$ cat config.mk
export PLATFORM = sky130hd
export DESIGN_NAME = lector_registros
export DESIGN_NICKNAME = d
export VERILOG_FILES = /design/src/rtl/lector_registros.sv
export SDC_FILE = /design/constraint.sdc
export NUM_CORES = 1
export LEC_CHECK = 0
export ABC_AREA = 1
export BUFFER_PORTS_ARGS = -buffer_cell sky130_fd_sc_hd__buf_2
export CORE_UTILIZATION = 60
export CTS_CLUSTER_SIZE = 28
export DETAILED_ROUTE_END_ITERATION = 8
export HOLD_SLACK_MARGIN = 0.03
export PLACE_DENSITY_LB_ADDON = 0.3
export SLEW_MARGIN = 20
export SYNTH_ARGS = -nofsm -noshare
export SYNTH_HDL_FRONTEND = slang
export SYNTH_SLANG_ARGS = --single-unit
$ cat constraint.sdc
create_clock -name clk_i -period 6.8 [get_ports clk_i]
set_clock_uncertainty 0.15 [all_clocks]
set_input_delay 0.34 -clock clk_i [delete_from_list [all_inputs] [get_ports clk_i]]
set_output_delay 0.34 -clock clk_i [all_outputs]
set_load 0.03 [all_outputs]
$ cat src/rtl/lector_registros.sv
// Parallel-in, serial-out reader for the register chain.
// Captures a whole snapshot of the chain in one cycle, then hands the words
// out oldest first (highest occupied index down to 0) over valid/ready.
//
// state | meaning
// ------+-------------------------------------------------------------
// IDLE  | waiting for a load with a non-zero length; load_rdy_o high
// SEND  | presenting snapshot[idx] with valid_o high until it is taken
module lector_registros #(
    parameter  int WIDTH = 32,
    parameter  int DEPTH = 4,
    localparam int LW    = $clog2(DEPTH + 1)
) (
    input  logic                         clk_i,
    input  logic                         rst_i,
    input  logic                         load_i,
    input  logic [LW-1:0]                len_i,
    input  logic [DEPTH-1:0][WIDTH-1:0]  data_i,
    output logic                         load_rdy_o,
    output logic [WIDTH-1:0]             data_o,
    output logic                         valid_o,
    input  logic                         ready_i,
    output logic                         last_o,
    output logic [LW-1:0]                remaining_o,
    output logic                         done_o
);

    localparam int IW = (DEPTH > 1) ? $clog2(DEPTH) : 1;

    typedef enum logic {
        IDLE = 1'b0,
        SEND = 1'b1
    } state_t;

    state_t                        state, state_nxt;
    logic [DEPTH-1:0][WIDTH-1:0]   snap, snap_nxt;
    logic [IW-1:0]                 idx, idx_nxt;
    logic [LW-1:0]                 remaining, remaining_nxt;
    logic [WIDTH-1:0]              data_q, data_nxt;
    logic                          done_q, done_nxt;

    logic [LW-1:0]                 len_eff;
    logic [IW-1:0]                 idx_first;

    // Clamp the requested length to the chain depth and derive the first index.
    always_comb begin
        len_eff   = (len_i > LW'(DEPTH)) ? LW'(DEPTH) : len_i;
        idx_first = IW'(len_eff - LW'(1));
    end

    // State and datapath registers; reset discards any partial snapshot.
    always_ff @(posedge clk_i) begin
        if (rst_i) begin
            state     <= IDLE;
            snap      <= '0;
            idx       <= '0;
            remaining <= '0;
            data_q    <= '0;
            done_q    <= 1'b0;
        end else begin
            state     <= state_nxt;
            snap      <= snap_nxt;
            idx       <= idx_nxt;
            remaining <= remaining_nxt;
            data_q    <= data_nxt;
            done_q    <= done_nxt;
        end
    end

    // Next-state logic; data_o is preloaded with the word to show next cycle
    // so no output depends combinationally on ready_i or load_i.
    always_comb begin
        state_nxt     = state;
        snap_nxt      = snap;
        idx_nxt       = idx;
        remaining_nxt = remaining;
        data_nxt      = data_q;
        done_nxt      = 1'b0;
        case (state)
            IDLE: begin
                if (load_i && (len_i != '0)) begin
                    snap_nxt      = data_i;
                    idx_nxt       = idx_first;
                    remaining_nxt = len_eff;
                    data_nxt      = data_i[idx_first];
                    state_nxt     = SEND;
                end
            end
            SEND: begin
                if (ready_i) begin
                    if (idx == '0) begin
                        remaining_nxt = '0;
                        done_nxt      = 1'b1;
                        state_nxt     = IDLE;
                    end else begin
                        idx_nxt       = idx - IW'(1);
                        remaining_nxt = remaining - LW'(1);
                        data_nxt      = snap[idx - IW'(1)];
                    end
                end
            end
            default: state_nxt = IDLE;
        endcase
    end

    // Outputs are decoded from registered state only.
    always_comb begin
        load_rdy_o  = (state == IDLE);
        valid_o     = (state == SEND);
        last_o      = (state == SEND) && (idx == '0);
        data_o      = data_q;
        remaining_o = remaining;
        done_o      = done_q;
    end

endmodule

# Yosys cells after proc, flatten, opt, wreduce, memory -nomap -nowiden
# Index checks and enable logic that the tools add are counted.
# op_classes
n_addsub	3
order_cmp	3
eq_ne	3
mux	22
n_bitwise	2
reduce_logical	8
# ops
operator	n
32-bit two-way mux	5
32-bit binary-select mux with 2-bit select	2
32-bit one-hot mux with 2 select lines	1
3-bit two-way mux	4
2-bit by 3-bit less-than comparator with 1-bit output, second input constant	2
2-bit two-way mux	3
3-bit one-hot mux with 2 select lines	1
1-bit two-way mux	4
2-bit != test, second input constant	2
2-bit one-hot mux with 2 select lines	1
2-bit AND reduction	2
2-bit by 1-bit subtractor with 2-bit output, second input constant	2
3-bit > comparator, second input constant	1
3-bit AND reduction	1
3-bit nonzero test	1
3-bit OR reduction	1
3-bit by 1-bit subtractor with 3-bit output, second input constant	1
1-bit logical AND	2
2-bit zero test	1
2-bit by 1-bit != test with 1-bit output, second input constant	1
1-bit inverter	2
1-bit one-hot mux with 2 select lines	1
# totals
regBits	167
in_bits	135
out_inout_bits	39
wordCells	50

# Longest topological paths before layout
# logic_depth
word_depth	7
ltp_mapped	13

# Least setup slack after synthesis
# Ideal clock, no wire load.
# synth_path
path_kind	register to register
from	reg idx[0]
to	reg data_q[10] (netlist: data_o[10])
t_arrival_ns	1.890
required_ns	6.533
slack_ns	4.642
stages_incl_launch_ff	13
cell_sequence	dfxtp_1 buf_2 clkinv_1 clkbuf_1 ha_1 nand2_1 inv_1 a21oi_4 buf_4 buf_4 nand3_1 nor2_1 nor2_1
# synth_between
elab_chain_cells	6
elab_cells_between_ends	9
# synth_rtl
element	line_no	text
start, declared	37	logic [IW-1:0] idx, idx_nxt;
start signal, assigned	63	idx <= idx_nxt;
2-bit by 1-bit subtractor with 2-bit output	98	data_nxt = snap[idx - IW'(1)];
32-bit binary-select mux with 2-bit select	98	
32-bit two-way mux (implied by the code)	98	
32-bit two-way mux	91	if (idx == '0) begin
32-bit two-way mux	90	if (ready_i) begin
32-bit one-hot mux with 2 select lines	79	case (state)
end signal, assigned	65	data_q <= data_nxt;
end, declared	39	logic [WIDTH-1:0] data_q, data_nxt;
# Several ways; a longest one is shown, not always the timed one. The select of a mux whose other input is x is not followed.
# A chain may end at the register's enable or synchronous reset.

# Worst setup path after layout
# layout_path
from	in len_i[0]
to	reg data_q[14] (netlist: data_o[14])
# layout_between
elab_chain_cells	7
elab_cells_between_ends	11
# layout_rtl
element	line_no	text
start, declared	17	input logic [LW-1:0] len_i,
3-bit > comparator	47	len_eff = (len_i > LW'(DEPTH)) ? LW'(DEPTH) : len_i;
3-bit two-way mux	47	
2-bit by 1-bit subtractor with 2-bit output	48	idx_first = IW'(len_eff - LW'(1));
32-bit binary-select mux with 2-bit select	85	data_nxt = data_i[idx_first];
32-bit two-way mux (implied by the code)	85	
32-bit two-way mux	81	if (load_i && (len_i != '0)) begin
32-bit one-hot mux with 2 select lines	79	
# Several ways; a longest one is shown, not always the timed one. The select of a mux whose other input is x is not followed.

==> impl_metrics.json <==
{
  "status": "finished clean",
  "detail_route.wirelength_mm": 27.3,
  "via_count_of_the_first_global_routing_pass": 8519,
  "netlist_top_cells_area": "sky130_fd_sc_hd__dfxtp_1 39%, sky130_fd_sc_hd__nand2_1 13%, sky130_fd_sc_hd__o21ai_0 11%",
  "iteration_count_of_the_initial_detailed_routing_pass": 6,
  "pre_cts_ws_ps": 2870,
  "clock_sinks": 167,
  "floorplan.initialDensity": 0.615,
  "timing.final.crit_share": 0.535,
  "dp_cells": 1587,
  "growth_of_design_area_from_synthesis_to_finish_pct": 16.3,
  "rows": 43,
  "num_antenna_cells": 0,
  "endpoint": "data_o[14]",
  "grt_start_max_net_pins": 110,
  "p_sw_frac": 0.331,
  "yosys-top-cells-count": "287 x sky130_fd_sc_hd__nand2_1, 188 x sky130_fd_sc_hd__o21ai_0, 167 x sky130_fd_sc_hd__dfxtp_1, 142 x sky130_fd_sc_hd__inv_1, 136 x sky130_fd_sc_hd__a21oi_1",
  "nNetsFinal": 1577,
  "grt_pass1_wl_mm": 42.2,
  "total_switching_power_uw": 889,
  "synth.distinct_cells": 25,
  "worst-r2r-cell-count": 10,
  "grt_util_all_layers": 0.373,
  "fin_tns_setup_ps": 0,
  "synthesis.area_um2": 8530,
  "i_o_pin_cnt": 174,
  "clock_path_buffers": 2,
  "place.detailed.hpwl_mm": 16.8,
  "synthArstFlopShare": 0,
  "max_fo_critical_path": 68,
  "synth_top_flop_cell": "sky130_fd_sc_hd__dfxtp_1",
  "post_route_cells_drive_above_1_share": 0.149,
  "final_hold_viol_count": 0,
  "synth_seq_cells": 167,
  "cts_setup_buffers": 0,
  "synth.most_common_cell": "sky130_fd_sc_hd__nand2_1",
  "dieArea_um2": 14700,
  "post_drt_wl_per_cell_um": 16.7,
  "syn_avg_cell_area_um2": 6.41,
  "power.density_cell_area_nw_per_um2": 271,
  "internal_dissipation_uw": 1800,
  "grt_antenna_before_repair": 0,
  "setup_slack_ps": 3160,
  "vdd.ir_drop.worst_mv": 0.210,
  "vias_per_cell": 5.85,
  "vias": 9540,
  "setup.worst_path.class": "input port to flop",
  "required_ps": 7040,
  "synth.largest_area_cell": "sky130_fd_sc_hd__dfxtp_1",
  "synthesis.nets": 1467,
  "cts_buffers": 17,
  "grt_overflow_total": 0,
  "cts.clk_slew.worst_paths_ps": 60,
  "setup_repair_after_global_routing_missed_its_margin": "no",
  "slew_headroom": 0.319,
  "drtIter0Drc": 1345,
  "start_kind": "input port",
  "final.fill_count": 1207,
  "port_buffers": 173,
  "sequentialPowerShare": 0.416,
  "number_of_warnings_reported_in_the_yosys_synthesis_log": 0,
  "synthDominantCellAreaShare": 0.392,
  "antenna_violating_nets_post_route": 0,
  "synth_sequential_area_ratio": 0.392,
  "worst_skew_pair.late_latency_ps": 440,
  "layout_min_cycle_time_ps": 3640,
  "finalPower_uw": 2690,
  "core_area_um2": 13900,
  "drv_slew": 0,
  "cts_h_tree_lvls": 4,
  "max_clock_freq_mhz": 275,
  "worst_hold_path_type": "input port to flop",
  "cts-root-buf": "sky130_fd_sc_hd__clkbuf_16",
  "timing.max_cap.violations": 0,
  "comb_power_share": 0.249,
  "max_slew.worst_pin.slew_ps": 1020,
  "startpoint_of_the_worst_setup_timing_path": "len_i[0]",
  "worst_endpoint_data_arrival_time_ps": 3880,
  "synth_enable_flop_cells": 0,
  "die_span_in_x_um": 121,
  "power_frac_clock": 0.336,
  "worstSetupEndpointType": "flop",
  "rrSetupSlack_ps": 4060,
  "layoutNonFillerInstCount": 1632,
  "syn_inst": 1330,
  "timing.rr.start": "valid_o",
  "drt_drc_violations_left": 0,
  "final-setup-viol-count": 0,
  "tritoncts_clock_tree": "yes",
  "place.gp.congestion": 0.905,
  "power.static_leakage_uw": 0.00471,
  "die_height_um": 121,
  "end_of_the_worst_register_to_register_path": "data_o[14]"
}
[registers in the layout (all words and copies together) (netlist names)]
register and cells:
idx 2, valid_o 1, snap 128, done_o 1, data_o 32, remaining_o 3
[cell families (layout without fill, tap and decap cells)]
logic type,after synthesis,in the layout,share of synthesized area
and+or+nand+nor,569,569,0.282
AOI/OAI and AO/OA,338,338,0.203
buffers and inverters,254,376,0.120
adders and majority gates,2,2,0.00293
DFF,167,167,0.392
[per-layer routing]
layer,track usage,up-vias,routed length [µm]
met5,0,-,0
met4,0.263,0,1740
met3,0.0583,121,2040
met2,0.622,510,13100
met1,0.437,4364,10300
li1,-,4545,-
[worst max-delay path: stages]
cell                      delay (ps)
sky130_fd_sc_hd__buf_2            80
sky130_fd_sc_hd__buf_4           640
sky130_fd_sc_hd__inv_2           380
sky130_fd_sc_hd__nand3_1         490
sky130_fd_sc_hd__nand3_1         790
sky130_fd_sc_hd__inv_1           780
sky130_fd_sc_hd__nand2_1         140
sky130_fd_sc_hd__nand3_1         110
sky130_fd_sc_hd__nand2_1          50
sky130_fd_sc_hd__inv_1            40
[power by group through the flow]
| stage | Clock (µW) | Sequential [µW] | Combinational (µW) |
|---|---|---|---|
| 2_1_floorplan | 0 | 1180 | 404 |
| 6_report | 902 | 1120 | 669 |
| 4_1_cts | 900 | 1120 | 657 |
| 3_5_place_dp | 0 | 1140 | 645 |
| 3_3_place_gp | 0 | 1130 | 633 |
| 5_1_grt | 940 | 1130 | 739 |
[stage by stage]
| step | area, µm² | utilization | hold slack [ps] |
|---|---|---|---|
| 2_1_floorplan | 8530 | - | 274 |
| 3_3_place_gp | 9250 | 0.666 | 289 |
| 4_1_cts | 9920 | 0.715 | 30.1 |
| 5_1_grt | 9920 | 0.715 | 31.1 |
| 6_report | 9920 | 0.715 | 29.5 |
| 3_5_place_dp | 9250 | 0.666 | 293 |
[placed cells by master (no fill, tap or decap), types with 4 or more instances in the layout]
cell type,n
sky130_fd_sc_hd__buf_4,11
sky130_fd_sc_hd__clkinv_2,4
sky130_fd_sc_hd__dfxtp_1,166
sky130_fd_sc_hd__dlygate4sd3_1,14
sky130_fd_sc_hd__clkbuf_16,17
sky130_fd_sc_hd__nor2_1,125
sky130_fd_sc_hd__clkbuf_1,8
sky130_fd_sc_hd__nand4_1,51
sky130_fd_sc_hd__o211ai_1,11
sky130_fd_sc_hd__o21ai_0,188
sky130_fd_sc_hd__inv_1,141
sky130_fd_sc_hd__a21oi_1,136
sky130_fd_sc_hd__nand2_1,287
sky130_fd_sc_hd__buf_2,173
sky130_fd_sc_hd__nand3_1,100
[what timing repair did]
item,in CTS,in global routing
resized for setup,0,0
hold buffers,14,0
hold endpoints to repair,14,0
[layout make-up]
| type | instances | area [µm²] | area share |
|---|---|---|---|
| Clock buffer | 27 | 483 | 0.0487 |
| Clock inverter | 4 | 45.0 | 0.00454 |
| Inverter | 147 | 553 | 0.0558 |
| Multi-Input combinational cell | 909 | 4180 | 0.421 |
| Sequential cell | 167 | 3340 | 0.337 |
| Tap cell | 180 | 225 | 0.0227 |
| Timing Repair Buffer | 198 | 1090 | 0.110 |
[worst min-delay path by stage]
stage | from | endpoint | slack (ps) | cells after the start
4_1_cts | data_i[61] | snap[61] | 30 | 3
2_1_floorplan | snap[124] | snap[124] | 270 | 2
3_5_place_dp | snap[125] | snap[125] | 290 | 2
6_report | data_i[61] | snap[61] | 30 | 3
5_1_grt | data_i[61] | snap[61] | 30 | 3
3_3_place_gp | snap[45] | snap[45] | 290 | 2
(Power assumes the default switching activity.)
